--- src/rtl/tpu_fp_pkg.sv ---
// Shared FP32 sign-manipulation types and constants.
// NaN canonicalisation is enabled by defining FP_SIGN_NAN_CANON_EN.
package tpu_fp_pkg;

  typedef enum logic [1:0] {
    FP_PASS = 2'd0,
    FP_ABS  = 2'd1,
    FP_NEG  = 2'd2,
    FP_NABS = 2'd3
  } fp_mode_t;

  localparam int          FP32_SIGN_BIT  = 31;
  localparam logic [31:0] FP32_CANON_NAN = 32'h7FC0_0000;

  function automatic logic fp32_is_nan(
    input logic [31:0] w
  );
    return (w[30:23] == 8'hFF) && (w[22:0] != '0);
  endfunction

endpackage

--- src/rtl/fp_sign_lane.sv ---
// Single-lane FP32 sign operation (PASS/ABS/NEG/NABS).
// FP_SIGN_NAN_CANON_EN forces enabled NaN lanes to the canonical quiet NaN.
module fp_sign_lane
  import tpu_fp_pkg::*;
(
  input  logic [31:0] word_i,
  input  fp_mode_t    mode_i,
  input  logic        en_i,
  output logic [31:0] word_o
);

  always_comb begin
    word_o = word_i;
    if (en_i) begin
      unique case (mode_i)
        FP_ABS:  word_o[FP32_SIGN_BIT] = 1'b0;
        FP_NEG:  word_o[FP32_SIGN_BIT] = ~word_i[FP32_SIGN_BIT];
        FP_NABS: word_o[FP32_SIGN_BIT] = 1'b1;
        default: word_o = word_i;
      endcase
`ifdef FP_SIGN_NAN_CANON_EN
      if (fp32_is_nan(word_i)) begin
        word_o = FP32_CANON_NAN;
      end
`endif
    end
  end

endmodule

--- src/rtl/fp_sign_pipe.sv ---
// LANES-wide FP32 sign pipeline, STAGES deep, with a global stall.
// Optional NaN canonicalisation via FP_SIGN_NAN_CANON_EN (see fp_sign_lane).
module fp_sign_pipe
  import tpu_fp_pkg::*;
#(
  parameter int LANES  = 4,
  parameter int STAGES = 2
) (
  input  logic                clk,
  input  logic                rst,
  input  logic                in_valid,
  output logic                in_ready,
  input  logic [1:0]          in_mode,
  input  logic [LANES-1:0]    in_mask,
  input  logic [32*LANES-1:0] in_data,
  output logic                out_valid,
  input  logic                out_ready,
  output logic [32*LANES-1:0] out_data
);

  localparam int W = 32 * LANES;

  logic [W-1:0]      res;
  logic              stall;
  logic [STAGES-1:0] vld_q;
  logic [STAGES-1:0] vld_d;
  logic [W-1:0]      dat_q [STAGES];
  logic [W-1:0]      dat_d [STAGES];

  for (genvar i = 0; i < LANES; i++) begin : g_lane
    fp_sign_lane u_lane (
      .word_i (in_data[32*i +: 32]),
      .mode_i (fp_mode_t'(in_mode)),
      .en_i   (in_mask[i]),
      .word_o (res[32*i +: 32])
    );
  end

  // The whole pipe freezes when the output is held; bubbles
  // move forward only while the output side is draining.
  assign stall    = vld_q[STAGES-1] & ~out_ready;
  assign in_ready = ~stall;

  always_comb begin
    vld_d = vld_q;
    dat_d = dat_q;
    if (!stall) begin
      vld_d[0] = in_valid;
      dat_d[0] = res;
      for (int s = 1; s < STAGES; s++) begin
        vld_d[s] = vld_q[s-1];
        dat_d[s] = dat_q[s-1];
      end
    end
  end

  always_ff @(posedge clk or posedge rst) begin
    if (rst) begin
      vld_q <= '0;
      for (int s = 0; s < STAGES; s++) begin
        dat_q[s] <= '0;
      end
    end else begin
      vld_q <= vld_d;
      for (int s = 0; s < STAGES; s++) begin
        dat_q[s] <= dat_d[s];
      end
    end
  end

  assign out_valid = vld_q[STAGES-1];
  assign out_data  = dat_q[STAGES-1];

endmodule

--- config.mk ---
export PLATFORM = sky130hd
export DESIGN_NAME = fp_sign_pipe
export DESIGN_NICKNAME = d
export VERILOG_FILES = /design/src/rtl/tpu_fp_pkg.sv /design/src/rtl/fp_sign_lane.sv /design/src/rtl/fp_sign_pipe.sv
export SDC_FILE = /design/constraint.sdc
export NUM_CORES = 1
export LEC_CHECK = 0
export ABC_CLOCK_PERIOD_IN_PS = 11400
export BUFFER_PORTS_ARGS = -buffer_cell sky130_fd_sc_hd__buf_2
export CORE_MARGIN = 2
export CORE_UTILIZATION = 30
export DETAILED_ROUTE_END_ITERATION = 10
export HOLD_SLACK_MARGIN = 0.15
export MAX_ROUTING_LAYER = met4
export PLACE_DENSITY_LB_ADDON = 0.05
export SYNTH_ARGS = -nofsm -noshare
export SYNTH_HDL_FRONTEND = slang
export SYNTH_SLANG_ARGS = --single-unit
--- constraint.sdc ---
create_clock -name clk -period 11.4 [get_ports clk]
set_input_delay 0.57 -clock clk [delete_from_list [all_inputs] [get_ports clk]]
set_output_delay 0.57 -clock clk [all_outputs]
set_load 0.03 [all_outputs]
======== Word level (Yosys, flattened, before mapping) ========
Index checks and enable logic that the tools add are counted.
Widths: inputs -> output; s select.
storage, ports and cells
  bits in registers ....................... 258
  input bits .............................. 138
  output and inout port bits .............. 130
  word-level logic and storage cells ...... 21
cells by class
  equal/unequal tests ..................... 3
  multiplexer cells ....................... 8
  bitwise operators ....................... 7
operator list
  kind                number
  $mux 32             4
  $pmux 1 s3          4
  $not 1->1           6
  $eq 2x2->1 const B  2
  $eq 2x1->1 const B  1
  $and 1x1->1         1

======== Depth between registers and ports, before layout ========
Gate-level depths: netlist of run 1.
  depth in word-level cells ............... 3
  depth in mapped cells ................... 7
  depth with buffers taken out ............ 4

======== Cells and area by module ========
A second synthesis of run 1 with hierarchy kept.
unflattened totals
  cells, all modules ...................... 811
  area total of the unflattened synthesis .. 12401.9 sq um
by module, submodules not included
  module        instances  cells an instance  area an instance (sq um)  sequential area each (sq um)
  fp_sign_pipe  1          675                11370.9                   6456.2
  fp_sign_lane  4          34                 257.7                     0.0

======== Worst setup path before layout of run 1 ========
OpenSTA, ideal clock, no wires.
  path kind ............................... register -> output
  start point ............................. register vld_q[1]
  end point ............................... output in_ready
  arrival time ............................ 1.139 ns
  data required time ...................... 10.830 ns
  path slack .............................. 9.691 ns
  stages on the path, launching flop included .. 6
  path buffers ............................ 3
  cells stage by stage .................... dfrtp_1 nor2b_4 buf_6 inv_4 buf_6 buf_6
between the ends
  longest elaborated chain between the ends .. 2
RTL lines
  element                   RTL line            text
  start: declaration        fp_sign_pipe.sv:25  logic [STAGES-1:0] vld_q;
  start signal: assignment  fp_sign_pipe.sv:64  vld_q <= vld_d;
  $and 1x1->1               fp_sign_pipe.sv:41  assign stall = vld_q[STAGES-1] & ~out_ready;
  $not 1->1                 fp_sign_pipe.sv:42  assign in_ready = ~stall;
  end: declaration          fp_sign_pipe.sv:12  output logic in_ready,
No other way between the ends.

======== Worst setup path in the final report of run 1 ========
Ends and elaborated chain as after synthesis.

==> results of run 1 <==
[synthesized netlist by cell type]
library cell	instances	area, sq um
sky130_fd_sc_hd__dfrtp_1	258	6460
sky130_fd_sc_hd__nand2_1	763	2860
sky130_fd_sc_hd__buf_2	13	65.1
sky130_fd_sc_hd__nand2b_1	2	12.5
sky130_fd_sc_hd__a21oi_1	4	20.0
sky130_fd_sc_hd__buf_6	24	270
sky130_fd_sc_hd__clkbuf_1	5	18.8
sky130_fd_sc_hd__nor2b_4	1	13.8
sky130_fd_sc_hd__inv_1	1	3.75
sky130_fd_sc_hd__nand3b_1	4	30.0
sky130_fd_sc_hd__o31ai_1	4	30.0
sky130_fd_sc_hd__inv_4	1	6.26
sky130_fd_sc_hd__a21boi_0	4	30.0
sky130_fd_sc_hd__buf_4	144	1080
[metal layers]
| layer | GRT usage [%] | vias up | part of all wire [%] |
|---|---|---|---|
| met2 | 20.3 | 176 | 42 |
| li1 | - | 3824 | - |
| met3 | 4.32 | 32 | 7.5 |
| met1 | 19.8 | 3419 | 49 |
| met4 | 3.28 | 0 | 1.4 |
| met5 | - | - | 0 |
[final cells by class]
cell class	count	area [sq um]	share of cell area [%]
flip-flops and latches	258	6460	51.6
multi-input cells	782	3000	24.0
repair buffers	274	1400	11.2
clock buffers	44	915	7.31
well taps	461	577	4.61
clock inverters	9	120	0.960
inverters	2	22.5	0.180
diodes	8	20.0	0.160
[kinds of logic after synthesis]
| kind of cell | share of synthesized area, % |
|---|---|
| AND/OR/NAND/NOR | 26.8 |
| buffers and inverters | 13.3 |
| AO/OA/AOI/OAI | 0.735 |
| flip-flops | 59.2 |
[per-stage QoR]
step                      area (sq um)  instances  power (mW)
final                            12500       1838        2.67
after global routing             12500       1838        2.83
after CTS                        12500       1830        2.73
after detailed placement         11500       1777        1.70
after global placement           11500       1777        1.70
after floorplan                  10900       1228        1.66
[how the worst max path moves through the flow]
stage / startpoint / end / slack [ps] / cells past startpoint
after floorplan: rst / dat_q[128] / 3730 / 1
after global placement: rst / dat_q[245] / 8040 / 4
after detailed placement: rst / dat_q[245] / 8100 / 4
after CTS: vld_q[1] / in_ready / 8630 / 4
after global routing: rst / out_data[58] / 8420 / 4
final: vld_q[1] / in_ready / 8690 / 4
[sequential cells by signal, indices dropped and copies added, names as in the netlist]
register / flops
vld_q: 2
out_data: 128
dat_q: 128
[worst register-to-register path: stages (launching register included)]
cell                      delay [ps]
sky130_fd_sc_hd__dfrtp_1         380
sky130_fd_sc_hd__nor2b_4         130
sky130_fd_sc_hd__buf_4           240
sky130_fd_sc_hd__inv_8           470
sky130_fd_sc_hd__buf_4           830
sky130_fd_sc_hd__nand2_1         170
sky130_fd_sc_hd__nand2_1         110
[where the power goes]
group          switching (mW)  internal [mW]  total, mW
combinational           0.389          0.146      0.535
sequential             0.0755           1.06       1.14
clock                   0.381          0.617      0.997
==> out/results.md, run 1 <==
• **result of the run** finished clean
• **Worst Setup End Kind** primary output
• **Hold Violations, Final** 0
• **length in cells of the worst reg-to-reg path** 6
• **maximum operating frequency** 370 MHz
• **post-route clock period utilization** 23.7%
• **Core Util, Final** 35.1%
• **cell family with the largest share of critical-path delay** buffers and inverters
• **total die area** 37900 sq um
• **Skew-Pair Late Insertion Delay** 550 ps
• **net total in the final layout** 1486
• **cells along the critical path** nor2b_4, buf_4, inv_8, buf_2
• **average instance area after synthesis** 8.88 sq um
• **CTS Buffer Depth** 3
• **total wirelength of the detailed-routed design** 26.1 mm
• **first-pass GRT wire length** 42.2 mm
• **number of pins exceeding their max-slew limit in the final report** 0
• **Post-Syn Area** 10900 sq um
• **startpoint kind of the worst setup timing path** flip-flop
• **number of design rule violations left after detail routing** 0
• **I/O pin total** 268
• **total clock sinks** 258
• **most common library cell in the layout ignoring fill and taps** sky130_fd_sc_hd__nand2_1
• **worst r2r dst** dat_q[185]
• **gp weighted congestion** 0.711
• **maximum net fanout on the critical path** 92
• **horizontal die dimension** 195 um
• **standard-cell rows** 69
• **pin count of the biggest net entering global routing** 163
• **worst-margin pin slew** 970 ps
• **relative area change from synthesis to final layout** 14.8%
• **Post-Syn Instances** 1228
• **Post-CTS Hold Buffers** 0
• **CTS-repair resized insts** 0
• **worst path required time** 10830 ps
• **Crit path largest cell delay** 450 ps
• **number of violations of the max-capacitance limit** 0
• **drt pass-1 iters** 4
• **initial antenna violation count** 8
• **routed len/inst** 14.2 um
• **buffer cell driving the clock tree root** sky130_fd_sc_hd__clkbuf_16
• **Max transition margin** 35.4%
• **Worst EP arrival** 2140 ps
• **buffering stage count on the worst path with inverters included** 3
• **number of buffers inserted during clock tree synthesis** 30
• **layout cell share with drive strength beyond 1** 23.8%
• **TritonCTS clock tree** done
• **via density per instance** 4.05
• **leakage power** 7.02 nW
• **Post-Syn Nets** 1366
• **top library cells by usage in the layout, fill and taps aside** sky130_fd_sc_hd__nand2_1, sky130_fd_sc_hd__buf_2, sky130_fd_sc_hd__dfrtp_1
• **warning count from the yosys run** 0
• **via count of the first global-routing pass** 7303
• **H-tree depth** 1
• **post-CTS setup buffers** 0
• **clock transition at the registers of the reported paths** 60 ps
• **via count** 7451
• **Final ANT Viol Nets** 0
• **min-delay worst type** in -> async
• **gr usage total** 14.2%
• **number of synthesized register bits** 258
• **total negative setup slack** 0 ps
• **worst slack at placement** 8100 ps
• **origin of the critical flop-to-flop path** vld_q[1]
• **grt total ovfl** 0
• **Unique masters post-synth** 14
• **Worst Hold Margin** 201 ps
• **library cell contributing the largest single delay on the critical path** sky130_fd_sc_hd__inv_8
• **clock period minus final worst setup slack** 2710 ps
• **Worst IR Drop VDD** 0.000104 V
• **PD cells** 213 nW/um^2
• **category of the most critical setup path** reg -> out
• **post-synthesis sequential area ratio** 59.2%
• **total of endpoints with negative setup slack in the final report** 0
• **standard cell core area** 35700 sq um
• **RSZ-0062 raised after global routing** false
• **buffers added on ports** 267
• **final critical-path setup slack** 8690 ps
• **final setup skew** 14.5 ps
• **register-to-register path setup slack** 9010 ps
• **starting utilization of the core area** 30.6%
• **Die Y** 195 um
• **layout filler cell count** 3873
• **1st-iter DRT viols** 368
• **HPWL reported at the end of detailed placement** 16.3 mm
Power figures use the tool's default switching activity.
==> run 2: changes to the inputs <==
Settings changed: ABC_AREA set to 1, ABC_CLOCK_PERIOD_IN_PS 11400 to 2700.
Clock period 11.4 ns to 2.7 ns, I/O delays scaled along.
==> out/results.md, run 2 <==
• **result of the run** finished clean
• **length in cells of the worst reg-to-reg path** 7
• **I/O pin total** 268
• **grt total ovfl** 0
• **worst r2r dst** dat_q[170]
• **pin count of the biggest net entering global routing** 154
• **RSZ-0062 raised after global routing** false
• **maximum operating frequency** 481 MHz
• **number of design rule violations left after detail routing** 0
• **register-to-register path setup slack** 620 ps
• **number of buffers inserted during clock tree synthesis** 31
• **top cells by area, synth** sky130_fd_sc_hd__dfrtp_1, sky130_fd_sc_hd__nand2_1, sky130_fd_sc_hd__buf_4
• **Max transition margin** 37.7%
• **top library cells by usage in the layout, fill and taps aside** sky130_fd_sc_hd__nand2_1, sky130_fd_sc_hd__buf_2, sky130_fd_sc_hd__dfrtp_1
• **total die area** 37200 sq um
• **number of violations of the max-capacitance limit** 0
• **initial antenna violation count** 8
• **category of the most critical setup path** reg -> reg
• **relative area change from synthesis to final layout** 31.9%
• **origin of the critical flop-to-flop path** vld_q[1]
• **H-tree depth** 1
• **dominant synthesized flop cell** sky130_fd_sc_hd__dfrtp_1
• **buffer cell driving the clock tree root** sky130_fd_sc_hd__clkbuf_16
• **total clock sinks** 258
• **timing endpoint of the critical path** dat_q[170]
• **Core Util, Final** 39.9%
• **worst path required time** 3190 ps
• **gr usage total** 14.5%
• **via count of the first global-routing pass** 8010
• **cell with the most instances after synthesis** sky130_fd_sc_hd__nand2_1
• **standard-cell rows** 69
• **logic gate share of total power** 21.1%
• **via count** 8010
• **cell accounting for the most synthesized area** sky130_fd_sc_hd__dfrtp_1
• **Most common cell on crit path** sky130_fd_sc_hd__nand2_1
• **gp weighted congestion** 0.699
• **total wirelength of the detailed-routed design** 26.9 mm
• **net total in the final layout** 1631
• **horizontal die dimension** 193 um
• **leakage power** 7.62 nW
• **Skew-Pair Late Insertion Delay** 550 ps
• **number of enable flip-flop cells after synthesis** 0
• **stages on the worst setup path** 7
• **PD cells** 830 nW/um^2
• **buffering stage count on the worst path with inverters included** 4
• **post-route clock period utilization** 77.1%
• **clock transition at the registers of the reported paths** 60 ps
• **Final ANT Viol Nets** 0
• **first-pass GRT wire length** 42.2 mm
• **Die Y** 193 um
• **drt pass-1 iters** 4
• **maximum net fanout on the critical path** 96
• **Worst IR Drop VDD** 0.000539 V
• **HPWL reported at the end of detailed placement** 16.2 mm
• **post-synthesis sequential area ratio** 60.4%
• **Crit path largest cell delay** 540 ps
• **layout filler cell count** 3701
• **final total power** 11.7 mW
• **buffers added on ports** 267
• **startpoint kind of the worst setup timing path** flip-flop
• **clock share of power** 38.0%
• **average instance area after synthesis** 8.76 sq um
• **cell family with the largest share of critical-path delay** buffers and inverters
• **warning count from the yosys run** 0
• **cell internal pwr** 8.09 mW
• **layout cell share with drive strength beyond 1** 22.0%
• **Post-Syn Nets** 1358
• **via density per instance** 4.04
• **final setup skew** 8.39 ps
• **number of synthesized register bits** 258
• **switching component of the power** 3.62 mW
• **min-delay worst type** in -> async
• **CTS Buffer Depth** 3
• **standard cell core area** 35300 sq um
• **most common library cell in the layout ignoring fill and taps** sky130_fd_sc_hd__nand2_1
• **Post-Syn Area** 10700 sq um
• **total negative setup slack** 0 ps
• **commonest cells in the synthesized netlist** sky130_fd_sc_hd__nand2_1, sky130_fd_sc_hd__dfrtp_1, sky130_fd_sc_hd__buf_4, sky130_fd_sc_hd__buf_2, sky130_fd_sc_hd__o21ai_0
• **cells along the critical path** inv_1, nor2_4, inv_8, buf_4, nand2_1, nand2_1, dlygate4sd3_1
• **Worst EP arrival** 2570 ps
• **routed len/inst** 13.6 um
• **source of the critical timing path** vld_q[1]
• **fraction of registers with async set or reset after synthesis** 100%
• **total of endpoints with negative setup slack in the final report** 0
• **Worst Setup End Kind** flip-flop
• **sequential fraction of design power** 40.9%
• **1st-iter DRT viols** 343
• **clock period minus final worst setup slack** 2080 ps
• **Hold Violations, Final** 0
• **worst-margin pin slew** 935 ps
• **TritonCTS clock tree** done
• **library cell contributing the largest single delay on the critical path** sky130_fd_sc_hd__dlygate4sd3_1
• **number of pins exceeding their max-slew limit in the final report** 0
• **starting utilization of the core area** 30.3%
• **area fraction of the dominant cell type after synthesis** 60.4%
• **Post-Syn Instances** 1220
• **fraction of power spent switching nets** 30.9%
• **Unique masters post-synth** 12
[run 2: cell types whose count changed after synthesis, moves of 13 or more]
cell,previous run,this run
sky130_fd_sc_hd__buf_6,24,0
sky130_fd_sc_hd__o21ai_0,0,41
sky130_fd_sc_hd__buf_4,144,131
sky130_fd_sc_hd__inv_1,1,24
sky130_fd_sc_hd__nand2_1,763,702
sky130_fd_sc_hd__buf_2,13,47
[run 2: layout make-up]
type | count | area, sq um | share of cell area (%)
sequential | 258 | 6460 | 45.8
timing repair buffer | 425 | 2950 | 20.9
multi-input combinational | 752 | 2900 | 20.5
clock buffer | 41 | 873 | 6.19
tap | 461 | 577 | 4.09
clock inverter | 14 | 220 | 1.56
inverter | 25 | 105 | 0.745
antenna | 8 | 20.0 | 0.142
[run 2: power by group through the flow]
stage               Combinational [mW]  Sequential (mW)  Clock [mW]
floorplan                         2.11             4.80           0
global placement                  2.33             4.85           0
detailed placement                2.34             4.85           0
CTS                               2.53             4.79        4.64
global route                      2.74             4.87        4.78
finish                            2.47             4.79        4.45
[run 2: cells by family (layout without fill, tap and decap cells)]
logic type | Yosys count | in the layout | share of synthesized area [%]
other | 0 | 8 | 0
DFF | 258 | 258 | 60.4
and+or+nand+nor | 711 | 711 | 25.2
AOI/OAI and AO/OA | 41 | 41 | 1.92
buffers and inverters | 210 | 505 | 12.5
[run 2: worst min path at each step]
stage,end,slack (ps),cells after the start
floorplan,dat_q[128],240,2
global placement,dat_q[168],330,3
detailed placement,dat_q[168],330,3
CTS,dat_q[135],280,4
global route,dat_q[135],300,4
finish,dat_q[163],310,4
[run 2: stage by stage]
| step | worst slack (ps) | hold WS [ps] | instances | cell area (sq um) |
|---|---|---|---|---|
| floorplan | -835 | 245 | 1220 | 10700 |
| global placement | 1120 | 330 | 1775 | 11500 |
| detailed placement | 1110 | 331 | 1775 | 11500 |
| CTS | 589 | 279 | 1976 | 14100 |
| global route | 460 | 296 | 1984 | 14100 |
| finish | 619 | 308 | 1984 | 14100 |
[run 2: routing by layer]
layer / global-route usage [%] / part of all wire (%) / vias up
li1: - / - / 4131
met1: 19.0 / 47 / 3655
met2: 22.3 / 44 / 187
met3: 4.16 / 7.4 / 37
met4: 3.61 / 1.9 / 0
met5: - / 0 / -
[run 2: tightest hold or removal path, delay by kind of cell]
kind | cells | cell delay, ps
buf+inv | 4 | 1170
[run 2: repair_timing]
action	in CTS	in global routing
gates resized for setup	0	0
hold buffers	146	0
setup endpoints to repair	0	0
endpoints found under the hold margin	393	0
setup buffers	0	0
==> run 3: changes to the inputs <==
Settings changed: ABC_CLOCK_PERIOD_IN_PS 2700 to 1710.
Clock period 2.7 ns to 1.71 ns, I/O delays scaled along.
==> out/results.md, run 3 (synthesized netlist as in run 2, its figures left out) <==
• **relative area change from synthesis to final layout** 35.2%
• **category of the most critical setup path** in -> reg
• **Worst IR Drop VDD** 0.000708 V
• **TritonCTS clock tree** done
• **post-route clock period utilization** 94.9%
• **cells along the critical path** dlygate4sd3_1, buf_2, nand4_1, dlygate4sd3_1, nand3_1, dlygate4sd3_1, nand2_1
• **total wirelength of the detailed-routed design** 27.9 mm
• **gp weighted congestion** 0.727
• **clock transition at the registers of the reported paths** 60 ps
• **Worst Setup End Kind** flip-flop
• **most common library cell in the layout ignoring fill and taps** sky130_fd_sc_hd__nand2_1
• **standard cell core area** 35300 sq um
• **buffers added on ports** 267
• **I/O pin total** 268
• **total of endpoints with negative setup slack in the final report** 0
• **standard-cell rows** 69
• **via count** 8237
• **Most common cell on crit path** sky130_fd_sc_hd__dlygate4sd3_1
• **top library cells by usage in the layout, fill and taps aside** sky130_fd_sc_hd__nand2_1, sky130_fd_sc_hd__buf_2, sky130_fd_sc_hd__dfrtp_1
• **number of pins exceeding their max-slew limit in the final report** 0
• **Core Util, Final** 40.9%
• **worst-margin pin slew** 446 ps
• **CTS Buffer Depth** 3
• **HPWL reported at the end of detailed placement** 16.7 mm
• **maximum operating frequency** 616 MHz
• **Crit path largest cell delay** 560 ps
• **result of the run** finished clean
• **RSZ-0062 raised after global routing** false
• **number of design rule violations left after detail routing** 0
• **H-tree depth** 1
• **startpoint kind of the worst setup timing path** primary input
• **Worst EP arrival** 2050 ps
• **starting utilization of the core area** 30.3%
• **total die area** 37200 sq um
• **leakage power** 7.77 nW
• **min-delay worst type** in -> reg
• **net total in the final layout** 1663
• **Skew-Pair Late Insertion Delay** 540 ps
• **layout cell share with drive strength beyond 1** 22.5%
• **worst path required time** 2140 ps
• **grt total ovfl** 0
• **via density per instance** 4.09
• **horizontal die dimension** 193 um
• **PD cells** 1270 nW/um^2
• **Final ANT Viol Nets** 0
• **Cells after DPL** 1782
• **Max transition margin** 70.2%
• **routed len/inst** 13.9 um
• **first-pass GRT wire length** 43.2 mm
• **1st-iter DRT viols** 409
• **maximum net fanout on the critical path** 2
• **gr usage total** 14.9%
• **total negative setup slack** 0 ps
• **via count of the first global-routing pass** 8174
• **clock period minus final worst setup slack** 1620 ps
• **total clock sinks** 258
• **worst slack at placement** 206 ps
• **placement-stage cell area** 11700 sq um
• **area of all placed cells without fillers** 14500 sq um
• **final critical-path setup slack** 87.3 ps
• **Die Y** 193 um
• **buffer cell driving the clock tree root** sky130_fd_sc_hd__clkbuf_16
• **pin count of the biggest net entering global routing** 128
• **drt pass-1 iters** 4
• **final setup skew** 8.55 ps
• **number of violations of the max-capacitance limit** 0
• **initial antenna violation count** 7
• **library cell contributing the largest single delay on the critical path** sky130_fd_sc_hd__dlygate4sd3_1
• **Hold Violations, Final** 0
• **final instance count without filler cells** 2016
• **number of buffers inserted during clock tree synthesis** 31
==> run 3: cell count changes in the layout (fill, tap and decap cells not counted), moves of 2 or more <==
| cell | previous run | this run |
|---|---|---|
| sky130_fd_sc_hd__dlygate4sd3_1 | 146 | 164 |
| sky130_fd_sc_hd__buf_4 | 7 | 14 |
| sky130_fd_sc_hd__buf_12 | 5 | 9 |
| sky130_fd_sc_hd__bufinv_16 | 6 | 4 |
==> run 3: worst max-delay path, delay by kind of cell <==
family        cells  cell delay [ps]
simple gates      3              190
buf+inv           4             1790
==> run 3: final cells by class <==
type | instances | area, sq um
clock buffer | 42 | 887
timing repair inverter | 2 | 20.0
multi-input combinational | 752 | 2900
clock inverter | 13 | 169
antenna | 8 | 20.0
tap | 461 | 577
fill | 3682 | 20900
inverter | 25 | 114
sequential | 258 | 6460
timing repair buffer | 455 | 3310
==> run 3: per-layer routing <==
metal  track usage, %  vias to the layer above  wire length [um]
li1                 -                     4192                 -
met1             20.2                     3815             13300
met2             22.6                      196             12200
met3             3.73                       34              1850
met4             3.17                        0               548
met5                -                        -                 0
==> run 3: repair_timing <==
item                                   4_1_cts  5_1_grt
hold buffers                               165        1
pin swaps                                    1        1
setup endpoints to repair                    1      125
gates cloned                                 1        2
resized for setup                            3        4
buffers inserted                             2        3
endpoints found under the hold margin      396        1
==> run 3: worst paths after layout <==
check | depth (start not counted) | end | start | slack [ps]
max reg2reg | 7 | dat_q[169] | vld_q[1] | 130
min | 4 | dat_q[146] | in_data[18] | 270
min reg2reg | 2 | vld_q[1] | vld_q[0] | 450
max | 7 | dat_q[191] | in_data[63] | 90
min in group asynchronous | 4 | dat_q[161] | rst | 710
max in group asynchronous | 5 | out_data[79] | rst | 340
==> run 3: power by group <==
part / switching, mW / internal, mW / total (mW)
combinational: 2.72 / 1.33 / 4.05
sequential: 0.487 / 7.09 / 7.57
clock: 2.58 / 4.20 / 6.78
==> run 3: metrics by stage <==
| step | power (mW) | hold slack [ps] |
|---|---|---|
| floorplan | 10.9 | 195 |
| global placement | 11.4 | 148 |
| detailed placement | 11.4 | 142 |
| CTS | 18.7 | 226 |
| global route | 19.5 | 260 |
| finish | 18.4 | 268 |
